$ cat src/rtl/led_scan_capture.sv
// rtl/led_scan_capture.sv - reconstructs the hex value shown on a 4-digit multiplexed 7-segment bus (optional GLITCH_COUNT_EN)
module led_scan_capture #(
    parameter int STABLE_CYCLES = 4
) (
    input  logic        clk,
    input  logic        reset,
    input  logic [3:0]  an,
    input  logic [6:0]  seg,
    output logic [15:0] value,
    output logic        frame_valid,
    output logic [3:0]  digit_err,
    output logic [7:0]  glitch_cnt
);

    localparam logic [7:0] STABLE = 8'(STABLE_CYCLES);

    typedef enum logic {
        COLLECT,
        PUBLISH
    } state_t;

    state_t       state;
    logic [3:0]   an_s;
    logic [6:0]   seg_s;
    logic [10:0]  prev_s;
    logic [7:0]   stab_cnt;
    logic [7:0]   stab_next;
    logic         captured;
    logic         strobe;
    logic         same;
    logic         capture;
    logic [1:0]   digit;
    logic [3:0]   nibble;
    logic         pat_err;
    logic [3:0]   mask;
    logic [3:0]   mask_next;
    logic [15:0]  shadow;
    logic [15:0]  shadow_next;
    logic [3:0]   shadow_err;
    logic [3:0]   err_next;

    // Inverse of the hex-to-segment table; returns {error, nibble}.
    function automatic logic [4:0] decode(input logic [6:0] s);
        case (s)
            7'b0000001: decode = 5'h00;
            7'b1001111: decode = 5'h01;
            7'b0010010: decode = 5'h02;
            7'b0000110: decode = 5'h03;
            7'b1001100: decode = 5'h04;
            7'b0100100: decode = 5'h05;
            7'b0100000: decode = 5'h06;
            7'b0001111: decode = 5'h07;
            7'b0000000: decode = 5'h08;
            7'b0000100: decode = 5'h09;
            7'b0001000: decode = 5'h0A;
            7'b1100000: decode = 5'h0B;
            7'b0110001: decode = 5'h0C;
            7'b1000010: decode = 5'h0D;
            7'b0110000: decode = 5'h0E;
            7'b0111000: decode = 5'h0F;
            default:    decode = 5'h10;
        endcase
    endfunction

    // Register the display bus once; prev_s holds the sample before it for the stability compare.
    always_ff @(posedge clk or negedge reset) begin
        if (!reset) begin
            an_s   <= '0;
            seg_s  <= '0;
            prev_s <= '0;
        end else begin
            an_s   <= an;
            seg_s  <= seg;
            prev_s <= {an_s, seg_s};
        end
    end

    // A sample is a strobe only with exactly one anode low; its position selects the digit.
    always_comb begin
        strobe = 1'b1;
        digit  = 2'd0;
        case (an_s)
            4'b1110: digit = 2'd0;
            4'b1101: digit = 2'd1;
            4'b1011: digit = 2'd2;
            4'b0111: digit = 2'd3;
            default: strobe = 1'b0;
        endcase
    end

    assign same             = ({an_s, seg_s} == prev_s);
    assign {pat_err, nibble} = decode(seg_s);

    // Saturating run length of identical strobe samples; capture fires once when it hits the threshold.
    always_comb begin
        stab_next = 8'd0;
        if (strobe) begin
            if (same)
                stab_next = (stab_cnt == 8'hFF) ? 8'hFF : stab_cnt + 8'd1;
            else
                stab_next = 8'd1;
        end
    end

    assign capture = strobe && (stab_next == STABLE) && !captured;

    // Stability counter and the captured flag that blocks repeats until the pattern changes.
    always_ff @(posedge clk or negedge reset) begin
        if (!reset) begin
            stab_cnt <= '0;
            captured <= 1'b0;
        end else begin
            stab_cnt <= stab_next;
            if (capture)
                captured <= 1'b1;
            else if (!(strobe && same))
                captured <= 1'b0;
        end
    end

    // Shadow frame as it would look after this edge's capture (latest capture of a digit wins).
    always_comb begin
        mask_next   = mask;
        shadow_next = shadow;
        err_next    = shadow_err;
        if (capture) begin
            mask_next[digit]                 = 1'b1;
            shadow_next[{digit, 2'b00} +: 4] = nibble;
            err_next[digit]                  = pat_err;
        end
    end

    // Frame FSM: publish on the edge that completes the mask; PUBLISH only retires the strobe and
    // keeps accepting captures so a coincident digit lands in the next frame.
    always_ff @(posedge clk or negedge reset) begin
        if (!reset) begin
            state       <= COLLECT;
            mask        <= '0;
            shadow      <= '0;
            shadow_err  <= '0;
            value       <= '0;
            digit_err   <= '0;
            frame_valid <= 1'b0;
        end else begin
            shadow     <= shadow_next;
            shadow_err <= err_next;
            case (state)
                COLLECT: begin
                    if (mask_next == 4'b1111) begin
                        value       <= shadow_next;
                        digit_err   <= err_next;
                        frame_valid <= 1'b1;
                        mask        <= '0;
                        state       <= PUBLISH;
                    end else begin
                        mask <= mask_next;
                    end
                end
                PUBLISH: begin
                    frame_valid <= 1'b0;
                    mask        <= mask_next;
                    state       <= COLLECT;
                end
                default: state <= COLLECT;
            endcase
        end
    end

`ifdef GLITCH_COUNT_EN
    logic glitch;
    logic glitch_prev;

    assign glitch = (an_s != 4'b1111) && !strobe;

    // Count entries into the multi-anode condition, saturating at 255.
    always_ff @(posedge clk or negedge reset) begin
        if (!reset) begin
            glitch_prev <= 1'b0;
            glitch_cnt  <= '0;
        end else begin
            glitch_prev <= glitch;
            if (glitch && !glitch_prev && glitch_cnt != 8'hFF)
                glitch_cnt <= glitch_cnt + 8'd1;
        end
    end
`else
    assign glitch_cnt = '0;
`endif

endmodule

$ cat config.mk
export PLATFORM = sky130hd
export DESIGN_NAME = led_scan_capture
export DESIGN_NICKNAME = d
export VERILOG_FILES = /design/src/rtl/led_scan_capture.sv
export SDC_FILE = /design/constraint.sdc
export NUM_CORES = 1
export LEC_CHECK = 0
export ABC_AREA = 1
export CAP_MARGIN = 5
export CORE_MARGIN = 2
export CORE_UTILIZATION = 38
export CTS_BUF_LIST = sky130_fd_sc_hd__clkbuf_8
export CTS_CLUSTER_SIZE = 12
export DETAILED_ROUTE_END_ITERATION = 16
export DONT_BUFFER_PORTS = 1
export GPL_ROUTABILITY_DRIVEN = 0
export SETUP_SLACK_MARGIN = 0.2
export SYNTH_ARGS = -nofsm -noshare
export SYNTH_HDL_FRONTEND = slang
export SYNTH_SLANG_ARGS = --single-unit
$ cat constraint.sdc
create_clock -name clk -period 2.95 [get_ports clk]
set_clock_uncertainty 0.2 [all_clocks]
set_input_delay 0.7375 -clock clk [delete_from_list [all_inputs] [get_ports clk]]
set_output_delay 0.7375 -clock clk [all_outputs]
set_load 0.005 [all_outputs]
# --- After elaboration in Yosys (flattened, before gate mapping) ---
# Index checks and enable logic that the tools add are counted.
word_totals:
  input_bits: 13
  output_inout_bits: 29
  elab_cells: 74
  regBits: 77
op_classes:
  n_reduce_logical: 8
  order_cmp: 2
  n_mux: 21
  eq_ne: 25
  shift: 2
  n_bitwise: 2
  addsub: 2
ops:
  columns: ["cell", "count"]
  rows:
  - ["5-bit case mux with 16 select lines", 1]
  - ["7-bit by 6-bit equality test with 1-bit output (second input constant)", 5]
  - ["7-bit equality test (second input constant)", 4]
  - ["8-bit two-way mux", 3]
  - ["16-bit bitwise mux", 1]
  - ["4-bit equality test (second input constant)", 4]
  - ["16-bit two-way mux", 1]
  - ["4-bit by 6-bit variable shift with 16-bit output (first input constant)", 1]
  - ["4-bit by 6-bit indexed part select with 16-bit output", 1]
  - ["7-bit by 3-bit equality test with 1-bit output (second input constant)", 2]
  - ["7-bit by 4-bit equality test with 1-bit output (second input constant)", 2]
  - ["4-bit two-way mux", 3]
  - ["11-bit equality test", 1]
  - ["8-bit by 1-bit adder with 8-bit output (second input constant)", 1]
  - ["8-bit by 3-bit equality test with 1-bit output (second input constant)", 1]
  - ["8-bit equality test (second input constant)", 1]
  - ["4-bit case mux with 2 select lines", 1]
  - ["7-bit by 1-bit equality test with 1-bit output (second input constant)", 1]
  - ["7-bit by 5-bit equality test with 1-bit output (second input constant)", 1]
  - ["7-bit zero test", 1]
  - ["1-bit two-way mux", 6]
  - ["4-bit negator with 6-bit output", 1]
  - ["2-bit case mux with 3 select lines", 1]
  - ["4-bit bitwise mux", 1]
  - ["12 further kinds", 17]

# --- Logic depth before layout (Yosys ltp) ---
# Gate-level depths: netlist of the first run.
depth:
  ltp_word: 11
  ltp_mapped: 17
  ltp_nobuf: 16

# --- Worst setup path before layout of the first run ---
# No wires, ideal clock.
synth_path:
  path_kind: "register -> register"
  from: "reg an_s[3]"
  to: "reg value[13]"
  stages_incl_launch_ff: 14
  required_ps: 2685
  path_buffers: 1
  setup_slack_ps: 620
  period_less_slack_ps: 2330
  arrival_time_ps: 2065
  setup_ps: 65
  path_cell_list: "dfrtp_1 nor2_1 nand2_1 nand2_1 inv_1 ha_1 inv_1 clkbuf_1 nand3_1 nor2_1 nand2_1 nand2_1 nand3_1 nand2_1"
synth_between:
  elab_cells_between_ends: 27
  classes_between: "add/sub (1); order compare (2); eq/ne (7); shift (2); mux (9); bitwise (1); reduce/logical (5)"
synth_lines:
  columns: ["element", "line_no", "source"]
  rows:
  - ["start: declaration", "23", "logic [3:0] an_s;"]
  - ["start signal: assignment", "72", "an_s <= an;"]
  - ["parallel branches: the longest is 7 deep, another holds 4-bit negator with 6-bit output", null, null]
  - ["16-bit two-way mux (*)", "126", "if (capture) begin"]
  - ["net shadow_next[13]", "38", "logic [15:0] shadow_next;"]
  - ["end signal: assignment", "150", "value <= shadow_next;"]
  - ["end: declaration", "9", "output logic [15:0] value,"]
# Mark *: on every way through the listed nets, which the timed path passes.
# A chain may end at the register's enable or synchronous reset.

# --- Worst setup path after layout of the first run ---
layout_path:
  from: "reg stab_cnt[0]"
  to: "reg value[8]"
layout_between:
  elab_chain_len: 10
  elab_cells_between_ends: 12
  classes_between: "add/sub (1); eq/ne (3); mux (5); reduce/logical (3)"
layout_lines:
  columns: ["element", "line_no", "source"]
  rows:
  - ["start: declaration", "26", "logic [7:0] stab_cnt;"]
  - ["start signal: assignment", "113", "stab_cnt <= stab_next;"]
  - ["8-bit by 1-bit adder with 8-bit output or 8-bit equality test (tied branches)", "99", "stab_next = (stab_cnt == 8'hFF) ? 8'hFF : stab_cnt + 8'd1;"]
  - ["8-bit two-way mux (*)", "99", null]
  - ["8-bit two-way mux (*)", "98", "if (same)"]
  - ["8-bit two-way mux (*)", "97", "if (strobe) begin"]
  - ["8-bit by 3-bit equality test with 1-bit output (*)", "105", "assign capture = strobe && (stab_next == STABLE) && !captured;"]
  - ["1-bit logical AND (*) (2 in a row)", "105", null]
  - ["4-bit two-way mux", "126", null]
  - ["4-bit equality test", "149", "if (mask_next == 4'b1111) begin"]
  - ["2-bit AND reduction (no source line)", null, null]
# Every way passes the cells marked *; elsewhere a longest branch is shown, timed or not.

==> impl_results.md, run 1 <==
* CTS Buf Count at 9
* Initial core utilization at 38.9%
* WL/cell at about 13 microns
* CTS tree: yes
* Vias in the first global route at between 3,000 and 4,000
* DP HPWL at a little over 6000 microns
* Vias per cell at just under 5
* Clk slew on worst S/H paths at 0.08 ns
* VDD IR-drop max at approximately 220 uV
* Largest stage delay on the critical path at approximately 0.40 ns
* Number of diodes at 0
* Setup tns final at 0 ns
* DRC violations left at 0
* Fmax at approximately 370 MHz
* Slowest CP cell: dfrtp_1
* Hold Fails Final Rpt at 0
* Area Growth Syn to Fin at 14.7%
* Endpoint type of the worst setup path: flip-flop
* Initial DRC Count at 139
* Core footprint at about 11,000 sq um
* Met3 global-route usage at ~2.4%
* Fin area at between 4000 and 5000 sq um
* Synth Register Bits at 77
* Non-Filler Instances at around 690
* Leak at 2.44 nW
* Sequential power share at between 50% and 60%
* H-tree Lvls at 3
* Combinational power share at under 10%
* Drt pass-1 iters at 4
* Power Internal at 1.44 mW
* Sw frac at a little over a quarter
* Pwr Density at a little over 400 nW/um^2
* Final WL at a little over 9000 microns
* Synth warn at 0
* Synth Instances at 529
* Most Crowded Layer GR: met2
* Routed Antenna Nets at 0
* WP data required at 3.06 ns
* Die height at ~110 microns
* Status: completed
* # setup viols final at 0
* Max cap viols at 0
* Via count at about 3,300
* Kind of critical path: reg -> reg
* Max Slew Vio Count at 0
* Share of layout cells above drive strength 1 at between 15 and 20%
* IO Count at 42
* Worst setup margin at around 0.25 ns
* Sw Pwr at 521 uW
* Min Clock Period, post-route at approximately 2.7 ns
* Hold Crit Class: in -> async
* Final core utilization at 44.7%
* Sequential area share after synthesis at about 46%
* FP Rows at 38
* Clk buf depth at 2
* Root Driver: clkbuf_8
* Placed Instance Area at 4310 sq um
* Startpoint type of the worst setup path: flip-flop
* Commonest non-fill, non-tap cell in the layout: nand2_1
* GR Util met1 at roughly a fifth
* Die area at ~12,000 sq um
* I/O Buffers at 0
* Most frequent cells in the layout: nand2_1, dfrtp_1, inv_1
* Synth Cell Area at roughly 4200 sq um
* Crit share post-route at just over 90%
* Placed cells at about 660
* Initial antenna violation count at 0
* M2 GR Usage at 24.3%
* Clock power frac at between 30% and 40%
* Final #Nets at 569
* Post-Place Setup Slack at 0.0504 ns
* RSZ-0062 raised after global routing: yes
* Critical Path, Cell by Cell: ha_1, nand2_2, nor2_1, nand2_2, nand3_2, nand4_1, nand2_1, nor2_4, buf_12, nand3_4, nand2_4, clkinvlp_4, nor2_4, buf_4, nand3_1, nand2_1
* First-pass GRT wire length at 14,700 microns
* Remaining Overflow, GRT at 0
* CTS sink count at slightly below 80
* Mapped Avg Cell Area at 7.98 sq um
* Overall power at 1.96 mW
* Hold Slack at about 0.064 ns
* Netlist cell types at 31
* Worst-Skew Late Latency at ~0.36 ns
* GRT Total Usage at ~16%
* CP arrival at ~2.8 ns
* Chip width at 109 microns
* CP max FO at 8
* Largest net degree at the start of global routing at 78
[worst paths after layout]
| path | from | end | slack (ns) | depth (start not counted) |
|---|---|---|---|---|
| worst max-delay path | stab_cnt[0] | value[8] | 0.25 | 16 |
| worst min-delay path | reset | value[3] | 0.06 | 1 |
| worst max register to register | stab_cnt[0] | value[8] | 0.25 | 16 |
| worst min register to register | seg_s[0] | prev_s[0] | 0.25 | 0 |
| max in group asynchronous | reset | stab_cnt[3] | 2.18 | 1 |
| min in group clk | an[2] | an_s[2] | 0.19 | 0 |
[routing by layer]
metal  routed length [microns]  up-vias
li1                          -     1697
met1                      4160     1569
met2                      4280       65
met3                       331       16
met4                       274        0
met5                         0        -
[power groups by stage]
stage / registers (mW) / logic [mW] / clock network (mW)
5_1_grt: 1.09 / 0.176 / 0.789
3_5_place_dp: 1.11 / 0.109 / 0
4_1_cts: 1.09 / 0.136 / 0.749
2_1_floorplan: 1.11 / 0.0980 / 0
6_report: 1.09 / 0.155 / 0.722
3_3_place_gp: 1.11 / 0.107 / 0
[state kept, by name, summed over array words and instances, names as in the netlist]
signal	flops
an_s	4
captured	1
digit_err	4
frame_valid	1
mask	4
prev_s	11
seg_s	7
shadow	16
shadow_err	4
stab_cnt	8
state	1
value	16
[worst max-delay path, delay by kind of cell (launching register included)]
| kind | cells | cell delay, ns |
|---|---|---|
| DFF | 1 | 0.40 |
| buffers and inverters | 3 | 0.45 |
| and+or+nand+nor | 12 | 1.35 |
| adders and majority gates | 1 | 0.23 |
[cell type report]
cell class,instances,area [sq um]
fill,1068,6000
multi-input combinational,372,2070
clock buffer,10,138
sequential,77,1930
timing repair buffer,20,224
clock inverter,6,38.8
tap,140,175
inverter,68,262
[kinds of logic after synthesis]
kind of cell,count (synthesis),share of synthesized area (%)
and+or+nand+nor,295,31.3
DFF,77,45.7
AOI/OAI and AO/OA,50,8.98
buffers and inverters,89,9.72
adders and majority gates,8,2.37
other,1,0.0889
xor gates and xnor gates,9,1.87
[cell usage after synthesis, drive strengths merged]
master  count  area (sq um)
buf        20           151
nor2       55           249
o31ai       1          7.51
nand4      13          87.6
xnor2       5          43.8
o211a       1          10.0
o21ai      24           120
xor2        4          35.0
o21bai     20           221
and2        1          6.26
nor3       10          50.1
inv        67           251
nand2     170           656
clkinv      1          3.75
nand3      46           273
conb        1          3.75
clkbuf      1          3.75
a21oi       4          20.0
dfrtp      77          1930
ha          8           100
[timing repair]
item | CTS | global route
pin swaps | 2 | 12
hold endpoints to repair | 77 | 0
setup buffers | 3 | 10
setup endpoints to repair | 25 | 26
hold buffers | 1 | 0
cloned | 2 | 0
gates resized for setup | 5 | 40
Power figures use the tool's default switching activity.
==> run 2: changes to the inputs <==
CTS_CLUSTER_DIAMETER = 100   (was unset)
clock period = 2.5 ns   (was 2.95 ns; I/O delays follow)
==> impl_results.md, run 2 (synthesized netlist as in run 1, its figures left out) <==
* Status: complete, but fails checks (was completed)
* Failing checks: hold timing
* Initial antenna violation count at 0 (unchanged)
* Core footprint at 10,800 sq um (unchanged)
* Fmax at 414 MHz (was 371 MHz)
* H-tree Lvls at 3 (unchanged)
* Worst R2R Path Depth at 14 (was 16)
* Crit share post-route at 96.7% (was 91.4%)
* Max cap viols at 0 (unchanged)
* Hold Fails Final Rpt at 77 (was 0)
* IO Count at 42 (unchanged)
* Hold Slack at -0.238 ns (was 0.0642 ns)
* Largest net degree at the start of global routing at 78 (unchanged)
* Vias in the first global route at 3,213 (unchanged)
* Initial core utilization at 38.9% (unchanged)
* Power Internal at 1.87 mW (was 1.44 mW)
* First-pass GRT wire length at 14,800 microns (was 14,700 microns)
* Sw frac at 23.1% (was 26.5%)
* WP data required at 2.59 ns (was 3.06 ns)
* Worst reg-to-reg setup slack at 0.08 ns (was 0.25 ns)
* Routed Antenna Nets at 0 (unchanged)
* Max Slew Vio Count at 0 (unchanged)
* CP arrival at 2.51 ns (was 2.80 ns)
* GRT Total Usage at 15.9% (was 15.8%)
* Pwr Density at 475 nW/um^2 (was 406 nW/um^2)
* Hold Crit Class: in -> async (unchanged)
* Remaining Overflow, GRT at 0 (unchanged)
* Final #Nets at 599 (was 569)
* Commonest non-fill, non-tap cell in the layout: nand2_1 (unchanged)
* Root Driver: clkbuf_8 (unchanged)
* CTS tree: yes (unchanged)
* Drt pass-1 iters at 5 (was 4)
* Area Growth Syn to Fin at 21.3% (was 14.7%)
* Number of diodes at 0 (unchanged)
* Clk slew on worst S/H paths at 0.08 ns (about the same)
* Clock power frac at 40.2% (was 36.7%)
* Worst-Skew Late Latency at 0.35 ns (was 0.36 ns)
* WL/cell at 12.3 microns (was 13.1 microns)
* Chip width at 109 microns (unchanged)
* Startpoint type of the worst setup path: flip-flop (unchanged)
* Most frequent cells in the layout: nand2_1, dfrtp_1, inv_1 (unchanged)
* Share of layout cells above drive strength 1 at 25.2% (was 19.9%)
* Leak at 2.65 nW (was 2.44 nW)
* FP Rows at 38 (unchanged)
* Sw Pwr at 560 uW (was 521 uW)
* Clk buf depth at 2 (unchanged)
* Vias per cell at 4.64 (was 4.83)
* Final WL at 8900 microns (was 9050 microns)
* Die area at 12,000 sq um (unchanged)
* Min Clock Period, post-route at 2.42 ns (was 2.70 ns)
* R2r endpoint: value[3] (was value[8])
* Die height at 109 microns (unchanged)
* Largest registers: shadow: 16 flops, value: 16 flops, prev_s: 11 flops (unchanged)
* Non-Filler Instances at 723 (was 693)
* Worst r2r src: stab_cnt[1] (was stab_cnt[0])
* Start point of the critical path: stab_cnt[1] (was stab_cnt[0])
* Placed cells at 693 (was 661)
* DP HPWL at 6250 microns (was 6130 microns)
* CP max FO at 5 (was 8)
* Via count at 3,353 (was 3,347)
* VDD IR-drop max at 291 uV (was 216 uV)
* Initial DRC Count at 114 (was 139)
* Combinational power share at 7.1% (was 7.9%)
* Sequential power share at 52.8% (was 55.4%)
* RSZ-0062 raised after global routing: yes (unchanged)
* CTS Buf Count at 9 (unchanged)
* # setup viols final at 0 (unchanged)
* Kind of critical path: reg -> reg (unchanged)
* I/O Buffers at 0 (unchanged)
* DRC violations left at 0 (unchanged)
* Endpoint type of the worst setup path: flip-flop (unchanged)
* CTS sink count at 77 (unchanged)
-- run 2: how the worst max path moves through the flow --
stage / cells past startpoint / to / slack [ns]
4_1_cts: 15 / value[1] / 0.08
5_1_grt: 14 / value[11] / -0.1
3_3_place_gp: 14 / value[1] / -0.04
3_5_place_dp: 14 / value[1] / -0.10
6_report: 14 / value[3] / 0.08
2_1_floorplan: 14 / digit_err[1] / 0.21
-- run 2: metrics by stage --
step / instance area [sq um] / setup slack (ns) / power, mW / TNS, ns / utilization, %
6_report: 5120 / 0.0821 / 2.43 / 0 / 47.2
4_1_cts: 4960 / 0.0833 / 2.45 / 0 / 45.8
3_5_place_dp: 4580 / -0.105 / 1.46 / -1.65 / 42.2
2_1_floorplan: 4250 / 0.206 / 1.42 / 0 / -
3_3_place_gp: 4580 / -0.0441 / 1.46 / -0.588 / 42.2
5_1_grt: 5120 / -0.0974 / 2.54 / -1.51 / 47.2
-- run 2: cell type report --
| cell class | count | area [sq um] |
|---|---|---|
| repair buffers | 52 | 469 |
| clock buffers | 12 | 165 |
| clock inverters | 4 | 46.3 |
| flip-flops and latches | 77 | 1930 |
| multi-input cells | 370 | 2080 |
| well taps | 140 | 175 |
| fillers | 1051 | 5720 |
| inverters | 68 | 258 |
-- run 2: worst max-delay path, cell delays in order (launching register included) --
cell	delay, ns
dfrtp_1	0.37
ha_2	0.21
nand2_4	0.08
nor3_2	0.23
nand3_1	0.12
o21ai_2	0.11
nor2_4	0.07
nor2_4	0.19
nand3_2	0.14
nand2_4	0.10
nand2_2	0.06
nor2_4	0.16
buf_4	0.17
nand3_1	0.07
nand2_1	0.07
-- run 2: per-layer routing --
metal / global-route usage [%] / vias up / wire length [microns]
li1: - / 1745 / -
met1: 21.3 / 1541 / 4260
met2: 24.8 / 59 / 4160
met3: 3.97 / 8 / 372
met4: 5.88 / 0 / 109
met5: 0 / - / 0
-- run 2: power groups by stage --
stage / combinational, mW / clock [mW] / sequential (mW)
floorplan: 0.116 / 0 / 1.30
global placement: 0.150 / 0 / 1.31
detailed placement: 0.153 / 0 / 1.31
CTS: 0.157 / 1.01 / 1.28
global route: 0.193 / 1.07 / 1.29
finish: 0.172 / 0.977 / 1.28
-- run 2: timing repair --
item,4_1_cts,5_1_grt
gates resized for setup,35,42
cloned,0,1
pin swaps,7,15
endpoints found under the setup margin,42,47
hold endpoints to repair,77,77
setup buffers,7,6
